==> src/rtl/pc_fetch_seq.sv <==
`default_nettype none
// ============================================================================
// Module   : pc_fetch_seq
// Purpose  : Fetch-side PC sequencer placed directly in front of the valid/PC
//            pipeline. Every enabled cycle it produces the issue valid (pc_en)
//            and the issue PC (pc0). It takes redirects from the early
//            unconditional-branch stage (br) and from the late
//            conditional-resolve stage (br_c), inserts a configurable number
//            of redirect bubbles, and supports halt/resume. It runs on the
//            same global enable as the pipeline, so both stall together.
// Revision : 1.0 - initial release
// ----------------------------------------------------------------------------
// Ports
//   clk        in   1         rising-edge clock
//   r          in   1         synchronous active-high reset
//   en         in   1         global pipeline advance enable
//   halt       in   1         level-sensitive stop-issue request
//   br         in   1         unconditional-branch redirect (younger)
//   br_tgt     in   PC_WIDTH  target for br
//   br_c       in   1         conditional-branch redirect (older)
//   br_c_tgt   in   PC_WIDTH  target for br_c
//   pc_en      out  1         issue valid, registered
//   pc0        out  PC_WIDTH  issue PC, registered
//   busy_redir out  1         in REDIR state or a redirect is pending
// ============================================================================
module pc_fetch_seq #(
  parameter int unsigned         PC_WIDTH      = 32,
  parameter logic [PC_WIDTH-1:0] RESET_PC      = '0,
  parameter logic [PC_WIDTH-1:0] PC_INC        = PC_WIDTH'(4),
  parameter int unsigned         REDIR_BUBBLES = 1
) (
  input  logic                clk,
  input  logic                r,
  input  logic                en,
  input  logic                halt,
  input  logic                br,
  input  logic [PC_WIDTH-1:0] br_tgt,
  input  logic                br_c,
  input  logic [PC_WIDTH-1:0] br_c_tgt,
  output logic                pc_en,
  output logic [PC_WIDTH-1:0] pc0,
  output logic                busy_redir
);

  typedef enum logic [1:0] {
    ST_START  = 2'd0,
    ST_RUN    = 2'd1,
    ST_REDIR  = 2'd2,
    ST_HALTED = 2'd3
  } state_t;

  // The cycle right after a redirect is already the first bubble, so the
  // counter is loaded with the number of additional bubbles still owed.
  localparam logic       C_HAS_BUBBLES = (REDIR_BUBBLES != 0);
  localparam logic [2:0] C_BUB_RELOAD  =
      (REDIR_BUBBLES == 0) ? 3'd0 : 3'(REDIR_BUBBLES - 1);

  state_t                state_q,    state_d;
  logic                  pc_en_q,    pc_en_d;
  logic [PC_WIDTH-1:0]   pc0_q,      pc0_d;
  logic [2:0]            bub_cnt_q,  bub_cnt_d;
  logic                  pend_vld_q, pend_vld_d;
  logic [PC_WIDTH-1:0]   pend_tgt_q, pend_tgt_d;
  logic                  pend_c_q,   pend_c_d;

  // --------------------------------------------------------------------------
  // Redirect arbitration.
  // A live br_c always wins. A live br replaces the pending slot unless the
  // slot holds a br_c: the br_c belongs to an older instruction and the br
  // came from the wrong path that br_c is about to squash.
  // --------------------------------------------------------------------------
  logic                w_live_vld;
  logic                w_live_c;
  logic [PC_WIDTH-1:0] w_live_tgt;
  logic                w_take_live;
  logic                w_m_vld;
  logic                w_m_c;
  logic [PC_WIDTH-1:0] w_m_tgt;

  assign w_live_vld  = br | br_c;
  assign w_live_c    = br_c;
  assign w_live_tgt  = br_c ? br_c_tgt : br_tgt;
  assign w_take_live = w_live_vld & ~(pend_vld_q & pend_c_q & ~w_live_c);
  assign w_m_vld     = w_live_vld | pend_vld_q;
  assign w_m_c       = w_take_live ? w_live_c   : pend_c_q;
  assign w_m_tgt     = w_take_live ? w_live_tgt : pend_tgt_q;

  // --------------------------------------------------------------------------
  // Next-state / next-output logic
  // --------------------------------------------------------------------------
  always_comb begin
    state_d    = state_q;
    pc_en_d    = pc_en_q;
    pc0_d      = pc0_q;
    bub_cnt_d  = bub_cnt_q;
    pend_vld_d = pend_vld_q;
    pend_tgt_d = pend_tgt_q;
    pend_c_d   = pend_c_q;

    if (!en) begin
      // Stalled: only the pending slot may change.
      if (w_live_vld) begin
        pend_vld_d = 1'b1;
        pend_tgt_d = w_m_tgt;
        pend_c_d   = w_m_c;
      end
    end else begin
      // Any pending redirect is consumed on this enabled cycle.
      pend_vld_d = 1'b0;
      pend_c_d   = 1'b0;

      if (w_m_vld) begin
        pc0_d   = w_m_tgt;
        pc_en_d = 1'b0;
        if (state_q == ST_HALTED) begin
          // Retarget only; resume happens when halt drops.
          state_d = ST_HALTED;
        end else if (C_HAS_BUBBLES) begin
          // Halt, if still asserted, is honoured once the bubbles finish.
          state_d   = ST_REDIR;
          bub_cnt_d = C_BUB_RELOAD;
        end else if (halt) begin
          state_d = ST_HALTED;
        end else begin
          state_d = ST_RUN;
          pc_en_d = 1'b1;
        end
      end else begin
        case (state_q)
          ST_START: begin
            if (halt) begin
              state_d = ST_HALTED;
              pc_en_d = 1'b0;
            end else begin
              state_d = ST_RUN;
              pc_en_d = 1'b1;
            end
          end

          ST_RUN: begin
            // pc0 advances to the next un-issued PC whether or not we halt.
            pc0_d = pc0_q + PC_INC;
            if (halt) begin
              state_d = ST_HALTED;
              pc_en_d = 1'b0;
            end else begin
              pc_en_d = 1'b1;
            end
          end

          ST_REDIR: begin
            if (bub_cnt_q == 3'd0) begin
              if (halt) begin
                state_d = ST_HALTED;
                pc_en_d = 1'b0;
              end else begin
                state_d = ST_RUN;
                pc_en_d = 1'b1;
              end
            end else begin
              bub_cnt_d = bub_cnt_q - 3'd1;
              pc_en_d   = 1'b0;
            end
          end

          ST_HALTED: begin
            pc_en_d = 1'b0;
            if (!halt) begin
              state_d = ST_RUN;
              pc_en_d = 1'b1;
            end
          end

          default: begin
            state_d = ST_START;
            pc_en_d = 1'b0;
          end
        endcase
      end
    end
  end

  // --------------------------------------------------------------------------
  // State registers
  // --------------------------------------------------------------------------
  always_ff @(posedge clk) begin
    if (r) begin
      state_q    <= ST_START;
      pc_en_q    <= 1'b0;
      pc0_q      <= RESET_PC;
      bub_cnt_q  <= 3'd0;
      pend_vld_q <= 1'b0;
      pend_tgt_q <= '0;
      pend_c_q   <= 1'b0;
    end else begin
      state_q    <= state_d;
      pc_en_q    <= pc_en_d;
      pc0_q      <= pc0_d;
      bub_cnt_q  <= bub_cnt_d;
      pend_vld_q <= pend_vld_d;
      pend_tgt_q <= pend_tgt_d;
      pend_c_q   <= pend_c_d;
    end
  end

  assign pc_en      = pc_en_q;
  assign pc0        = pc0_q;
  assign busy_redir = (state_q == ST_REDIR) | pend_vld_q;

endmodule
`default_nettype wire

==> config.mk <==
export PLATFORM = sky130hd
export DESIGN_NAME = pc_fetch_seq
export DESIGN_NICKNAME = d
export VERILOG_FILES = /design/src/rtl/pc_fetch_seq.sv
export SDC_FILE = /design/constraint.sdc
export NUM_CORES = 1
export LEC_CHECK = 0
export BUFFER_PORTS_ARGS = -buffer_cell sky130_fd_sc_hd__buf_2
export CORE_MARGIN = 3
export CORE_UTILIZATION = 40
export CTS_CLUSTER_DIAMETER = 60
export CTS_CLUSTER_SIZE = 28
export DETAILED_ROUTE_END_ITERATION = 10
export HOLD_SLACK_MARGIN = 0.1
export PLACE_DENSITY = 0.63
export SLEW_MARGIN = 40
export SYNTH_ARGS = -nofsm -noshare
export SYNTH_HDL_FRONTEND = slang
export SYNTH_SLANG_ARGS = --single-unit
==> constraint.sdc <==
create_clock -name clk -period 2 [get_ports clk]
set_clock_uncertainty 0.1 [all_clocks]
set_input_delay 0.4 -clock clk [delete_from_list [all_inputs] [get_ports clk]]
set_output_delay 0.4 -clock clk [all_outputs]
set_load 0.05 [all_outputs]
==> reports/metrics.csv, run 1 <==
metric;value;unit
outcome;complete, no violations;
path_cells;ha_1 -> nand4_1 -> nor3_4 -> buf_6 -> and4_4 -> o21ai_0 -> a32o_1;
tightest_slew;0.6509;ns
overflow;0;
hold_viol;0;
dp_cells;792;
final_util;52.86;%
vias;4672;
min_from;br_tgt[18];
required;2.15;ns
first_global_vias;4194;
setup_viol;0;
grt_pass1_wl;21680;um
ys_types;62;
fp.dieW;109.7;um
multi_input_area;2615;um^2
cp-start-kind;flop;
reg2reg_depth;7;
diodes;0;
clk_path_buf_depth;2;
synthesis.area;4302;um^2
power_leakage;2.353;nW
wl_per_cell;17.16;um
holdPathEnd;pend_tgt_q[18];
hold_class;in -> reg;
area_growth;27.43;%
layout-drive-gt1-share;30.27;%
syn_nets;620;
powerDensity;668.3;nW/um^2
r2r_end;pc0[16];
wl_met2;6074;um
finalSetupTns;0;ns
dieArea;12030;um^2
wl_met1;6404;um
r2r_slack;0.1;ns
antenna_found_initial;0;
cts.sinks;72;
cts-hold-fix-buffers;0;
path_buf_inv;1;
cpLargestDelayFamily;simple AND/OR/NAND/NOR gates;
ys_seq_elements;72;
die_h;109.7;um
grt_max_degree;61;
cts_buffers;9;
fin_crit_sh;95.19;%
nFillCells;1002;
nets;742;
cp_slowest_cell;dfxtp_4;
cts_root_buf;clkbuf_8;
ir_drop;314.7;uV
drtPass1Iterations;7;
arrival;2.05;ns
synth-edff-count;0;
pre_cts_ws;-0.04446;ns
place.port_buffers;103;
syn_inst;547;
timing.final.ws_setup;0.09628;ns
min_period;1.904;ns
yosysWarnings;0;
dr.first_iter.drc_count;341;
routabilityCongestion;0.8747;
ys_seq_area_share;33.51;%
ys_async_sr_fraction;0;%
wirelength;13900;um
slew_viol_final;0;
cts_tree;yes;
end_kind;flop;
instances_no_fill;810;
start_util;41.48;%
clkTransAtPathRegs;0.07;ns
grt_usage;23.16;%
relSlewSlack;56.56;%
slowest_delay;0.38;ns
dp_hpwl;10080;um
holdPathStages;3;
top_layer_used;met4;
max_freq;525.3;MHz
drcViolationCount;0;
ant_nets;0;
clock_latency;0.36;ns
holdWs;0.2278;ns
crit_type;reg -> reg;
row_count;37;
coreArea;10370;um^2
seq_area;1469;um^2
io-pin-count;104;
worstReg2RegStart;pc0[3];
synthFlopType;dfxtp_1;
routed-wl-met3;1148;um
maxCapViolations;0;
cp_max_fo;6;
htree_levels;3;
vias_per_cell;5.768;
avgSynthCellArea;7.864;um^2
logic make-up after synthesis:
kind of cell	synth area share, %
compound gates	27.89
xor+xnor	0.2036
buf+inv	6.515
flops	33.51
simple gates	21.67
fa+ha+maj	0.8727
mux	9.337
power breakdown:
part	switching [mW]	internal (mW)	leakage, nW
combinational	0.589	0.364	1.67
sequential	0.0949	1.54	0.599
clock	0.556	0.523	0.0850
total	1.24	2.42	2.35
synth_stat cells (all sizes together), types with 4 or more instances:
library cell	instances	area share (%)
a31oi	6	0.87
mux2i	39	9.1
dfxtp	72	34
a32oi	4	0.81
o32ai	7	1.6
a211oi	19	3.3
nand2	67	5.8
nor2b	5	0.73
buf	22	3.2
nor2	45	3.9
o211ai	5	0.87
or3	6	0.87
nor3	15	2.1
and4	5	1.1
and2	5	0.76
nand3	15	2.0
clkbuf	22	1.9
a311oi	7	1.4
nand4	12	2.0
inv	16	1.4
and3	4	0.70
a21oi	53	6.3
a221oi	5	1.0
nand2b	4	0.58
o21ai	47	5.7
final cells by class:
| cell class | count | area share, % |
|---|---|---|
| sequential | 72 | 26.80 |
| tap | 136 | 3.104 |
| multi-input combinational | 415 | 47.71 |
| clock buffer | 16 | 3.104 |
| timing repair buffer | 155 | 18.19 |
| inverter | 16 | 1.096 |
worst register-to-register path: cells and delay by family, from the launching register on:
kind            cells  cell delay [ns]
fa+ha+maj           1             0.16
compound gates      2             0.35
simple gates        3             0.65
buf+inv             1             0.16
flops               1             0.38
worst max-delay path by stage:
stage                     from      end  slack, ns  cells after the start
finish                  pc0[3]  pc0[16]        0.1                      7
global placement            br  pc0[17]      -0.04                      5
floorplan              pc0[22]  pc0[29]      0.004                      5
CTS                     pc0[2]  pc0[26]      0.007                      7
global route        pend_vld_q   pc0[4]      -0.01                      7
detailed placement        br_c  pc0[28]      -0.04                      5
metrics by stage:
stage,power (mW),cell area (um^2)
3_3_place_gp,2.583,5270
2_1_floorplan,2.245,4329
5_1_grt,3.834,5482
4_1_cts,3.662,5443
3_5_place_dp,2.599,5273
6_report,3.663,5482
cell usage in the layout (no fill, tap or decap), types with 16 or more instances in the layout:
master,count
buf_2,103
buf_4,44
nand2_1,67
inv_1,16
o21ai_0,45
nor2_1,44
a211oi_1,19
a21oi_1,52
dfxtp_1,56
mux2i_1,39
registers in the layout, summed over array words and instances (netlist names):
| register | flops |
|---|---|
| bub_cnt_q | 3 |
| pc0 | 32 |
| pc_en | 1 |
| pend_c_q | 1 |
| pend_tgt_q | 32 |
| pend_vld_q | 1 |
| state_q | 2 |
routing by layer:
metal	track usage, %	up-vias
li1	-	2262
met1	34.19	2162
met2	33.61	221
met3	3.582	27
met4	8.994	0
met5	0	-
timing repair:
action                     in CTS  in global routing
setup endpoints to repair       0                 12
gates resized for setup         0                  6
buffers inserted                0                  2
No activity file was read; power rests on OpenSTA's default activity.
==> inputs of run 2 (changes only) <==
Settings changed: REMOVE_ABC_BUFFERS set to 1.
==> run 2 against run 1 <==
Net effect: first-iteration DRC count rose by 27%; highest routed layer unchanged; critical endpoint is now pc0[29]; non-clock buffer count rose by 11; clock-buffer cell count fell by 7; global-route usage decreased by 0.36 points; die area stayed put; sequential power is essentially flat; fmax grew 1.8%; core utilization is 0.31 points higher; largest cell class unchanged; design area up 0.59%.
==> reports/metrics.csv, run 2 (synthesis results as in run 1) <==
metric;value;unit;change
min_from;br_tgt[25];;was br_tgt[18]
dieArea;12030;um^2;unchanged
path_cells;and4_4 -> and3_4 -> nand4_1 -> or4_1 -> o211ai_1;;was ha_1 -> nand4_1 -> nor3_4 -> buf_6 -> and4_4 -> o21ai_0 -> a32o_1
drcViolationCount;0;;unchanged
wirelength;13650;um;was 13900 um
cp_max_fo;12;;was 6
dp_hpwl;9908;um;was 10080 um
min_period;1.870;ns;was 1.904 ns
outcome;complete, no violations;;unchanged
rsz0062_at_grt;false;;
seq_area;1446;um^2;was 1469 um^2
fin_crit_sh;93.50;%;was 95.19%
fp.dieW;109.7;um;unchanged
tightest_slew;0.6865;ns;was 0.6509 ns
end_kind;flop;;unchanged
design_area;5514;um^2;was 5482 um^2
cts_buffers;9;;unchanged
start_util;41.48;%;unchanged
power_leakage;2.388;nW;was 2.353 nW
holdPathEnd;pend_tgt_q[25];;was pend_tgt_q[18]
post_dp_cell_area;5283;um^2;was 5273 um^2
holdPathStages;3;;unchanged
p_total;3.732;mW;was 3.663 mW
grt_max_degree;61;;unchanged
cts_tree;yes;;unchanged
wl_met2;6154;um;was 6074 um
hold_class;in -> reg;;unchanged
worstReg2RegStart;pc0[15];;was pc0[3]
cts-hold-fix-buffers;0;;unchanged
clkTransAtPathRegs;0.08;ns;was 0.07 ns
maxCapViolations;0;;unchanged
vias_per_cell;5.724;;was 5.768
slew_viol_final;0;;unchanged
cp_slowest_cell;or4_1;;was dfxtp_4
coreArea;10370;um^2;unchanged
cts_root_buf;clkbuf_8;;unchanged
clk_path_buf_depth;2;;unchanged
hold_viol;0;;unchanged
routabilityCongestion;0.8446;;was 0.8747
cp-start-kind;flop;;unchanged
multi_input_area;2605;um^2;was 2615 um^2
routed-wl-met3;1040;um;was 1148 um
reg2reg_depth;5;;was 7
wl_per_cell;16.62;um;was 17.16 um
holdWs;0.2152;ns;was 0.2278 ns
vias;4699;;was 4672
nFillCells;1023;;was 1002
cpLargestDelayFamily;simple AND/OR/NAND/NOR gates;;unchanged
arrival;2.05;ns;about the same
row_count;37;;unchanged
overflow;0;;unchanged
top_layer_used;met4;;unchanged
htree_levels;3;;unchanged
finalSetupTns;0;ns;unchanged
cts.sinks;72;;unchanged
ant_nets;0;;unchanged
powerDensity;676.8;nW/um^2;was 668.3 nW/um^2
area_growth;28.19;%;was 27.43%
place.port_buffers;103;;unchanged
required;2.18;ns;was 2.15 ns
wl_met1;6188;um;was 6404 um
slowest_delay;0.48;ns;was 0.38 ns
path_buf_inv;0;;was 1
relSlewSlack;54.19;%;was 56.56%
die_h;109.7;um;unchanged
setup_viol;0;;unchanged
io-pin-count;104;;unchanged
dr.first_iter.drc_count;432;;was 341
crit_type;reg -> reg;;unchanged
diodes;0;;unchanged
antenna_found_initial;0;;unchanged
r2r_slack;0.13;ns;was 0.1 ns
first_global_vias;4340;;was 4194
grt_usage;22.80;%;was 23.16%
final_cell_mix;buf_2, dfxtp_1, nand2_1, buf_4, a21oi_1;;was buf_2, nand2_1, dfxtp_1, a21oi_1, o21ai_0
ir_drop;424.1;uV;was 314.7 uV
max_freq;534.7;MHz;was 525.3 MHz
clock_latency;0.36;ns;about the same
nets;753;;was 742
drtPass1Iterations;5;;was 7
grt_pass1_wl;21560;um;was 21680 um
r2r_end;pc0[29];;was pc0[16]
layout_commonest_cell;buf_2;;unchanged
layout-drive-gt1-share;30.36;%;was 30.27%
==> run 2: cell types whose count changed in the layout (fill, tap and decap cells not counted), sizes merged <==
cell,delta
bufinv,+1
clkbuf,-7
buf,+11
clkinvlp,+1
clkinv,+5
==> run 2: per-layer routing <==
layer	vias to the layer above	track usage, %
met1	2213	31.64
met5	-	0
met4	0	9.083
met2	177	35.31
li1	2290	-
met3	19	3.641
==> run 2: through the flow <==
stage               cells  utilization (%)  worst slack [ns]
finish                821            53.17            0.1300
detailed placement    802            50.94          -0.04912
floorplan             503                -            -1.295
global route          821            53.17          0.002153
CTS                   818            52.74          0.009397
global placement      802            50.92         -0.009597
==> run 2: layout make-up <==
class	count	area share [%]
clock inverters	7	1.135
repair buffers	166	18.97
multi-input cells	415	47.24
flip-flops and latches	72	26.23
inverters	16	1.089
clock buffers	9	2.246
well taps	136	3.086
==> run 2: how the worst max path moves through the flow <==
stage	from	end	slack, ns	cells past startpoint
final	pc0[15]	pc0[29]	0.13	5
after global routing	pc0[15]	pc0[29]	0.002	5
after CTS	pc0[5]	pc0[29]	0.009	5
after detailed placement	br_c	pc0[21]	-0.05	7
after global placement	br_c	pc0[21]	-0.01	7
after floorplan	br	pend_tgt_q[11]	-1.30	5
==> run 2: where the power goes <==
part           internal, mW  switching (mW)
sequential             1.53          0.0854
clock                 0.565           0.593
combinational         0.367           0.588
==> run 2: what timing repair did <==
| action | 4_1_cts | 5_1_grt |
|---|---|---|
| resized for setup | 0 | 9 |
| setup endpoints to repair | 0 | 14 |
| setup buffers | 0 | 3 |
==> run 2: worst register-to-register path, stage by stage, from the launching register on <==
cell and delay [ns]:
dfxtp_1 0.41, and4_4 0.27, and3_4 0.29, nand4_1 0.14, or4_1 0.48, o211ai_1 0.09
